**src/rtl/commit_controller.sv**
```systemverilog
// Commit controller: retires the ROB head in order. Register writes, store
// handshake with the LSB, branch mispredict flush and halt. All outputs are registered.
module commit_controller #(
  parameter int XLEN           = 32,
  parameter int REG_CNT_WIDTH  = 5,
  parameter int ROB_SIZE_WIDTH = 3
) (
  input  logic                      clk,
  input  logic                      rst,
  // ROB head
  input  logic                      rob_head_valid,
  input  logic                      rob_head_ready,
  input  logic [1:0]                rob_head_kind,
  input  logic [REG_CNT_WIDTH-1:0]  rob_head_rd,
  input  logic [XLEN-1:0]           rob_head_val,
  input  logic [ROB_SIZE_WIDTH-1:0] rob_head_id,
  input  logic                      rob_head_mispredict,
  input  logic [XLEN-1:0]           rob_head_target,
  // retire / register file
  output logic                      commit_pop,
  output logic                      rf_wr_en,
  output logic [REG_CNT_WIDTH-1:0]  rf_wr_rd,
  output logic [XLEN-1:0]           rf_wr_val,
  output logic [ROB_SIZE_WIDTH-1:0] rf_wr_rob_id,
  // store handshake, flush, halt, stats
  output logic                      store_req,
  input  logic                      lsb_store_done,
  output logic                      flush,
  output logic [XLEN-1:0]           flush_pc,
  output logic                      halt,
  output logic [31:0]               commit_cnt
);

  typedef enum logic [1:0] {S_IDLE, S_STORE, S_FLUSH, S_HALT} state_t;

  localparam logic [1:0] K_ALU  = 2'd0;
  localparam logic [1:0] K_BR   = 2'd1;
  localparam logic [1:0] K_ST   = 2'd2;
  localparam logic [1:0] K_HALT = 2'd3;

  state_t                    r_state;
  logic                      r_commit_pop;
  logic                      r_rf_wr_en;
  logic [REG_CNT_WIDTH-1:0]  r_rf_wr_rd;
  logic [XLEN-1:0]           r_rf_wr_val;
  logic [ROB_SIZE_WIDTH-1:0] r_rf_wr_rob_id;
  logic                      r_store_req;
  logic                      r_flush;
  logic [XLEN-1:0]           r_flush_pc;
  logic                      r_halt;
  logic [31:0]               r_commit_cnt;

  // Head is eligible only while the previous pop is not still on the wire,
  // so the ROB gets one cycle to advance its head pointer.
  logic w_can_commit;
  assign w_can_commit = rob_head_valid && rob_head_ready && !r_commit_pop;

  // Commit FSM: pulses default low each cycle; rf_wr_* payload holds when idle.
  always_ff @(posedge clk or posedge rst) begin
    if (rst) begin
      r_state        <= S_IDLE;
      r_commit_pop   <= 1'b0;
      r_rf_wr_en     <= 1'b0;
      r_rf_wr_rd     <= '0;
      r_rf_wr_val    <= '0;
      r_rf_wr_rob_id <= '0;
      r_store_req    <= 1'b0;
      r_flush        <= 1'b0;
      r_flush_pc     <= '0;
      r_halt         <= 1'b0;
      r_commit_cnt   <= '0;
    end else begin
      r_commit_pop <= 1'b0;
      r_rf_wr_en   <= 1'b0;
      r_flush      <= 1'b0;
      case (r_state)
        S_IDLE: begin
          if (w_can_commit) begin
            case (rob_head_kind)
              K_ALU, K_BR: begin
                r_commit_pop <= 1'b1;
                r_commit_cnt <= r_commit_cnt + 32'd1;
                // x0 is hardwired; retire without touching the register file
                if (rob_head_rd != '0) begin
                  r_rf_wr_en     <= 1'b1;
                  r_rf_wr_rd     <= rob_head_rd;
                  r_rf_wr_val    <= rob_head_val;
                  r_rf_wr_rob_id <= rob_head_id;
                end
                if (rob_head_kind == K_BR && rob_head_mispredict) begin
                  r_flush    <= 1'b1;
                  r_flush_pc <= rob_head_target;
                  r_state    <= S_FLUSH;
                end
              end
              K_ST: begin
                r_store_req <= 1'b1;
                r_state     <= S_STORE;
              end
              default: begin  // K_HALT
                r_commit_pop <= 1'b1;
                r_commit_cnt <= r_commit_cnt + 32'd1;
                r_halt       <= 1'b1;
                r_state      <= S_HALT;
              end
            endcase
          end
        end
        S_STORE: begin
          // Pop only once the LSB confirms the store reached memory
          if (lsb_store_done) begin
            r_store_req  <= 1'b0;
            r_commit_pop <= 1'b1;
            r_commit_cnt <= r_commit_cnt + 32'd1;
            r_state      <= S_IDLE;
          end
        end
        S_FLUSH: begin
          // Head contents are stale during the flush; skip one cycle
          r_state <= S_IDLE;
        end
        default: begin  // S_HALT: only reset leaves
          r_state <= S_HALT;
        end
      endcase
    end
  end

  assign commit_pop   = r_commit_pop;
  assign rf_wr_en     = r_rf_wr_en;
  assign rf_wr_rd     = r_rf_wr_rd;
  assign rf_wr_val    = r_rf_wr_val;
  assign rf_wr_rob_id = r_rf_wr_rob_id;
  assign store_req    = r_store_req;
  assign flush        = r_flush;
  assign flush_pc     = r_flush_pc;
  assign halt         = r_halt;
  assign commit_cnt   = r_commit_cnt;

endmodule

```
**config.mk**
```make
export PLATFORM = sky130hd
export DESIGN_NAME = commit_controller
export DESIGN_NICKNAME = d
export VERILOG_FILES = /design/src/rtl/commit_controller.sv
export SDC_FILE = /design/constraint.sdc
export NUM_CORES = 1
export LEC_CHECK = 0
export ABC_CLOCK_PERIOD_IN_PS = 5200
export BUFFER_PORTS_ARGS = -buffer_cell sky130_fd_sc_hd__buf_2
export CAP_MARGIN = 20
export CORE_MARGIN = 4
export CORE_UTILIZATION = 52
export CTS_CLUSTER_DIAMETER = 50
export CTS_CLUSTER_SIZE = 40
export DETAILED_ROUTE_END_ITERATION = 10
export PLACE_DENSITY = 0.95
export SETUP_SLACK_MARGIN = 0.15
export SYNTH_ARGS = -nofsm -noshare
export SYNTH_HDL_FRONTEND = slang
export SYNTH_SLANG_ARGS = --single-unit
```
**constraint.sdc**
```tcl
create_clock -name clk -period 5.2 [get_ports clk]
set_input_delay 0.52 -clock clk [delete_from_list [all_inputs] [get_ports clk]]
set_output_delay 0.52 -clock clk [all_outputs]
set_load 0.05 [all_outputs]
```
==> reports/results.ini, run 1 <==
[place]
hpwl_um = 8033
dp_cells = 607
place.gp.congestion = 0.7991
portBuffers = 188

[worst_setup_path]
cpPeakStageDelay_ns = 0.44
path_cells = inv_1 > ha_1 > inv_1 > or2_2 > nor2_1 > o21a_1 > buf_4 > mux2_2
reg2regPathDepth = 8
required_ns = 5.44
slowest_stage = buf_4
cpMostUsedCell = inv_1
crit_arrival_ns = 2.99
worst_setup_path_end_kind = flop
path_class = reg2reg
start_kind = flop
cp_max_fo = 36

[die]
row_count = 33
initial_core_util = 0.5446
die_area_um2 = 10340
core_region_area_um2 = 8382
io_pins = 189
die_width_um = 101.7
die_h_um = 101.7

[yosys]
synth-edff-count = 0
avgSynthCellArea_um2 = 14.22
synthArstFlopShare = 1.000
synth_seq_cells = 111
ys_seq_area_frac = 0.6086
syn_inst = 321
synth_cell_types = 38
synth_warnings = 0
syn_area_um2 = 4564
syn-num-nets = 404
ys_dominant_reg_cell = dfrtp_1

[sta]
setup_viol = 0
finalHoldViolCount = 0
whs_ns = 0.2588
finalMaxSlewViolations = 0
slew_headroom = 0.4559
fin_tns_setup_ns = 0
rsz0062_at_grt = no
clock_skew_ns = 0.02152
fmax_mhz = 362.9
period_minus_slack_ns = 2.755
fin_crit_sh = 0.5299
worst_pin_slew_ns = 0.8087

[cells_and_area]
final_cells = 623
drive_above_1_share = 0.5656
final_common_cell = buf_2
final_util = 0.6914
syn2layout_area_growth_pct = 26.97
diodes = 0
layout_common_cells = 188 x buf_2, 111 x dfrtp_1, 72 x mux2_2
nets = 596

[detailed_routing]
drc = 0
via_per_inst = 5.244
dr_total_vias = 3267
drt-initial-drc-count = 89
wl_um = 10420
wl_per_cell_um = 16.72
drt_first_pass_iters = 4
antenna_left = 0

[clock_tree]
cts_max_level = 3
cts_resized = 0
clk_latency_ns = 0.36
cts_buffers = 9
cts_tree = built
clock_path_buffers = 2
path_clk_slew_ns = 0.12
clock-sinks = 111
cts_hold_buffers = 0
ctsRootBufferMaster = clkbuf_8
post_cts_buffers = 0

[global_routing]
grt_pass1_vias = 3390
antenna_found_initial = 0
met1_usage = 0.2553
use_met3 = 0.03719
grt-ovfl-total = 0
grt.busiest_layer = met2
grt_use_met2 = 0.3566
grt_start_max_net_pins = 61
grt_usage = 0.2046
grt_pass1_wl_um = 16500

[pwr]
leakage_nw = 3.129
p_per_area_nw_per_um2 = 620.9
ir_drop_uv = 354.5
seq_power_share = 0.361
switchingPower_mw = 1.754
p_sw_frac = 0.4876
p_clk_frac = 0.151
p_int_mw = 1.844
pwr-share-comb = 0.489

[flow_run]
maxCapViolations = 0

[status]
status = complete, no violations

[hold_path]
hp-class = in2async

[path summary, 6_finish.rpt]
kind	from	end	slack [ns]
setup / recovery	r_state[0]	rf_wr_val[18]	2.44
hold reg to reg	commit_cnt[31]	commit_cnt[31]	0.48
setup reg to reg	r_state[0]	rf_wr_val[18]	2.44
hold / removal	rst	rf_wr_rob_id[1]	0.26
min in group clk	rob_head_val[11]	rf_wr_val[11]	0.38
max in group asynchronous	rst	rf_wr_val[5]	3.80
[routing by layer]
metal / routed length, µm / share of wire
met1: 4208 / 0.40
met4: 223 / 0.021
met5: 0 / 0
met3: 692 / 0.066
met2: 5293 / 0.51
[Yosys cell counts, types with 2 or more instances]
| cell | number | area [µm²] |
|---|---|---|
| a21oi_1 | 3 | 15.01 |
| and2_2 | 2 | 15.01 |
| and3_1 | 7 | 43.79 |
| and4_1 | 7 | 61.31 |
| buf_4 | 9 | 67.56 |
| dfrtp_1 | 111 | 2778 |
| ha_1 | 3 | 37.54 |
| inv_1 | 7 | 26.28 |
| mux2_2 | 72 | 810.8 |
| nand2_1 | 13 | 48.80 |
| nand2b_1 | 2 | 12.51 |
| nand3_1 | 10 | 50.05 |
| nand4_1 | 11 | 68.82 |
| nor2_1 | 8 | 30.03 |
| o21ai_0 | 5 | 25.02 |
| xnor2_1 | 20 | 175.2 |
| xor2_1 | 10 | 87.58 |
[power groups by stage]
stage | logic [mW] | clock network, mW | registers (mW)
finish | 1.76 | 0.542 | 1.30
global route | 1.85 | 0.591 | 1.33
CTS | 1.78 | 0.554 | 1.30
detailed placement | 1.77 | 0 | 1.32
global placement | 1.74 | 0 | 1.30
floorplan | 0.396 | 0 | 2.26
[cell type report]
type | instances | area, µm²
clock buffer | 9 | 123.9
inverter | 7 | 28.78
timing repair buffer | 191 | 963.4
multi-input combinational | 193 | 1682
clock inverter | 7 | 88.84
fill | 615 | 2586
sequential | 111 | 2778
tap | 105 | 131.4
[stage by stage]
step                      area, µm²  power [mW]  setup slack (ns)
final                          5796       3.598             2.445
after global routing           5796       3.777             2.231
after CTS                      5796       3.632             2.453
after detailed placement       5583       3.093             2.465
after global placement         5583       3.034             2.662
after floorplan                4564       2.658             1.749
[state kept, by name (all words and copies together) (netlist names)]
| register | cells |
|---|---|
| commit_cnt | 32 |
| flush_pc | 32 |
| rf_wr_val | 32 |
| rf_wr_rd | 5 |
| rf_wr_rob_id | 3 |
| r_state | 2 |
| commit_pop | 1 |
| flush | 1 |
| halt | 1 |
| rf_wr_en | 1 |
| store_req | 1 |
[cells by family after synthesis]
family / synth area share
AO/OA/AOI/OAI: 0.02412
XOR/XNOR: 0.06113
adder cells (fa/ha/maj): 0.008225
buffers and inverters: 0.02303
flip-flops: 0.6086
multiplexers: 0.1798
AND/OR/NAND/NOR: 0.09512
[critical path, delay by kind of cell (launching register included)]
family	cells	cell delay (ns)
fa+ha+maj	1	0.35
compound gates	1	0.30
mux	1	0.40
buf+inv	3	0.62
simple gates	2	0.57
flops	1	0.39
Note: power is estimated with default switching activity, not from simulation.
==> run 2, diff against run 1 <==
--- a/config.mk
+++ b/config.mk
@@ -5,15 +5,16 @@
 export SDC_FILE = /design/constraint.sdc
 export NUM_CORES = 1
 export LEC_CHECK = 0
-export ABC_CLOCK_PERIOD_IN_PS = 5200
+export ABC_AREA = 1
+export ABC_CLOCK_PERIOD_IN_PS = 2800
 export BUFFER_PORTS_ARGS = -buffer_cell sky130_fd_sc_hd__buf_2
 export CAP_MARGIN = 20
 export CORE_MARGIN = 4
-export CORE_UTILIZATION = 52
+export CORE_UTILIZATION = 49
 export CTS_CLUSTER_DIAMETER = 50
 export CTS_CLUSTER_SIZE = 40
 export DETAILED_ROUTE_END_ITERATION = 10
-export PLACE_DENSITY = 0.95
+export PLACE_DENSITY = 0.89
 export SETUP_SLACK_MARGIN = 0.15
 export SYNTH_ARGS = -nofsm -noshare
 export SYNTH_HDL_FRONTEND = slang
==> constraint.sdc (replaced) <==
create_clock -name clk -period 2.8 [get_ports clk]
set_input_delay 0.28 -clock clk [delete_from_list [all_inputs] [get_ports clk]]
set_output_delay 0.28 -clock clk [all_outputs]
set_load 0.05 [all_outputs]
==> reports/results.ini, run 2 <==
[yosys]
synth_xor_xnor_area_share = 0.007028  ; -0.05410
synth_top_family_by_area = simple AND/OR/NAND/NOR gates
ys_dominant_reg_cell = dfrtp_1
synth_compound_gate_area_share = 0.02033  ; -0.003791
avgSynthCellArea_um2 = 7.862  ; -45%
syn_area_um2 = 4985  ; +9.2%
synth-adder-area-share = 0.007530  ; -0.0006936
synth_area_leaders = dfrtp_1 56%, nand2_1 26%, nor2_1 3.4%
synth_top_area_frac = 0.5572  ; -0.05132
syn_inst = 634  ; +98%
synth.most_common_cell = nand2_1
muxShareOfSynthArea = 0  ; -0.1798
synth-edff-count = 0  ; unchanged
synth_common_cells = 339 x nand2_1, 111 x dfrtp_1, 45 x nor2_1, 36 x inv_1, 19 x nand3_1
synth_warnings = 0  ; unchanged
synth_cell_types = 27  ; -29%
ys_seq_area_frac = 0.5572  ; -0.05132
syn-num-nets = 717  ; +77%
synthArstFlopShare = 1.000  ; unchanged
synth-simple-area-share = 0.3574  ; +0.2623
synth_top_area_cell = dfrtp_1
synth_seq_cells = 111  ; unchanged

[die]
die_h_um = 108.9  ; +7.1%
die_area_um2 = 11850  ; +15%
core_region_area_um2 = 9819  ; +17%
die_width_um = 108.9  ; +7.1%
io_pins = 189  ; unchanged
row_count = 36  ; +9.1%
initial_core_util = 0.5076  ; -0.03691

[status]
status = complete, no violations

[sta]
setup_viol = 0  ; unchanged
slew_headroom = 0.6064  ; +0.1505
fin_ws_ns = 0.6907  ; -1.754 ns
fin_crit_sh = 0.7533  ; +0.2234
fmax_mhz = 474.1  ; +31%
whs_ns = 0.08548  ; -0.1733 ns
clock_skew_ns = 0.01824  ; -0.003274 ns
finalHoldViolCount = 0  ; unchanged
finalMaxSlewViolations = 0  ; unchanged
period_minus_slack_ns = 2.109  ; -0.6461 ns
rsz0062_at_grt = no
fin_tns_setup_ns = 0  ; unchanged
worst_pin_slew_ns = 0.5895  ; -0.2192 ns

[worst_setup_path]
cpMostUsedCell = nand2_1
slowest_stage = nor2_4
path_class = reg2reg
cpPeakStageDelay_ns = 0.48  ; +0.04 ns
crit_arrival_ns = 2.38  ; -0.61 ns
reg2regPathDepth = 10  ; +2
worst_setup_path_end_kind = flop
path_cells = inv_1 > ha_1 > inv_2 > nand2_1 > o21ai_1 > nor2_4 > buf_12 > nand3_1 > nand2_1 > nand2_1
required_ns = 3.07  ; -2.37 ns
start_kind = flop
cp_max_fo = 27  ; -25%

[global_routing]
grt_pass1_wl_um = 20830  ; +26%
grt_start_max_net_pins = 61  ; unchanged
antenna_found_initial = 0  ; unchanged
grt_pass1_vias = 4452  ; +31%
grt_usage = 0.2221  ; +0.01753
grt-ovfl-total = 0  ; unchanged

[place]
place.gp.congestion = 0.8905  ; +11%
portBuffers = 188  ; unchanged
dp_cells = 940  ; +55%
dp_slack_ns = 0.7112  ; -1.754 ns
place_area_um2 = 6058  ; +8.5%
hpwl_um = 9502  ; +18%

[detailed_routing]
dr_total_vias = 4653  ; +42%
wl_per_cell_um = 13.17  ; -21%
antenna_left = 0  ; unchanged
drt_first_pass_iters = 5  ; +1
drt-initial-drc-count = 241  ; +170%
wl_um = 12610  ; +21%
drc = 0  ; unchanged
via_per_inst = 4.862  ; -7.3%

[cells_and_area]
final_cells = 957  ; +54%
fillers = 891  ; +45%
design_area_um2 = 6265  ; +8.1%
drive_above_1_share = 0.2633  ; -0.3023
syn2layout_area_growth_pct = 25.68
diodes = 0  ; unchanged
multi_input_area_um2 = 1961  ; +17%
final_common_cell = nand2_1
layout_common_cells = 339 x nand2_1, 188 x buf_2, 111 x dfrtp_1
final_util = 0.6380  ; -0.05345
nets = 902  ; +51%
seqCellArea_um2 = 2778  ; unchanged

[clock_tree]
cts_max_level = 3  ; unchanged
post_cts_buffers = 0  ; unchanged
cts_tree = built
cts_buffers = 9  ; unchanged
ctsRootBufferMaster = clkbuf_8
path_clk_slew_ns = 0.12  ; about the same
cts_resized = 0  ; unchanged
clock_path_buffers = 2  ; unchanged
clk_latency_ns = 0.37  ; about the same
clock-sinks = 111  ; unchanged

[hold_path]
hold_depth = 3
hp-class = in2reg

[pwr]
leakage_nw = 3.564  ; +14%
p_per_area_nw_per_um2 = 1142  ; +84%
ir_drop_uv = 1053  ; +200%
power_mw = 7.157  ; +99%

[flow_run]
maxCapViolations = 0  ; unchanged

[run 2: critical path, delay by kind of cell, from the launching register on]
kind	cells	cell delay [ns]
and+or+nand+nor	5	0.79
buffers and inverters	3	0.42
DFF	1	0.40
adders and majority gates	1	0.28
AOI/OAI and AO/OA	1	0.12
[run 2: cell type report]
class / instances / share of cell area
Tap cell: 133 / 0.02656
Timing Repair Buffer: 194 / 0.1618
Inverter: 39 / 0.02397
Clock inverter: 7 / 0.01158
Clock buffer: 9 / 0.01977
Multi-Input combinational cell: 464 / 0.3130
Sequential cell: 111 / 0.4434
[run 2: power by group]
part           total (mW)  internal [mW]  switching (mW)
registers            2.47           2.16           0.317
clock network       0.953          0.353           0.601
logic                3.73          0.810            2.92
[run 2: path summary, 6_finish.rpt]
path                                  start             end  slack (ns)
min reg2reg                    rf_wr_val[1]    rf_wr_val[1]        0.49
max in group asynchronous               rst     flush_pc[5]        1.62
min                        rob_head_val[13]   rf_wr_val[13]        0.09
max                              r_state[0]  commit_cnt[24]        0.69
min in group asynchronous               rst   rf_wr_val[17]        0.42
max reg2reg                      r_state[0]  commit_cnt[24]        0.69
[run 2: what timing repair did]
| item | 4_1_cts | 5_1_grt |
|---|---|---|
| endpoints found under the setup margin | 0 | 0 |
| hold endpoints to repair | 14 | 0 |
| hold buffers | 1 | 0 |
[run 2: logic make-up (layout without fill, tap and decap cells)]
kind of cell | after synthesis | in the layout
AO/OA/AOI/OAI | 19 | 19
XOR/XNOR | 4 | 4
adder cells (fa/ha/maj) | 3 | 3
buffers and inverters | 59 | 249
flip-flops | 111 | 111
AND/OR/NAND/NOR | 438 | 438
[run 2: layer usage]
metal  routed length (µm)  track usage  up-vias  share of wire
met5                    0            0        -              0
met4                  407      0.09107        0          0.032
met3                  778      0.05565       35          0.062
met2                 6242       0.3667      150           0.50
met1                 5176       0.2793     2143           0.41
li1                     -            -     2325              -
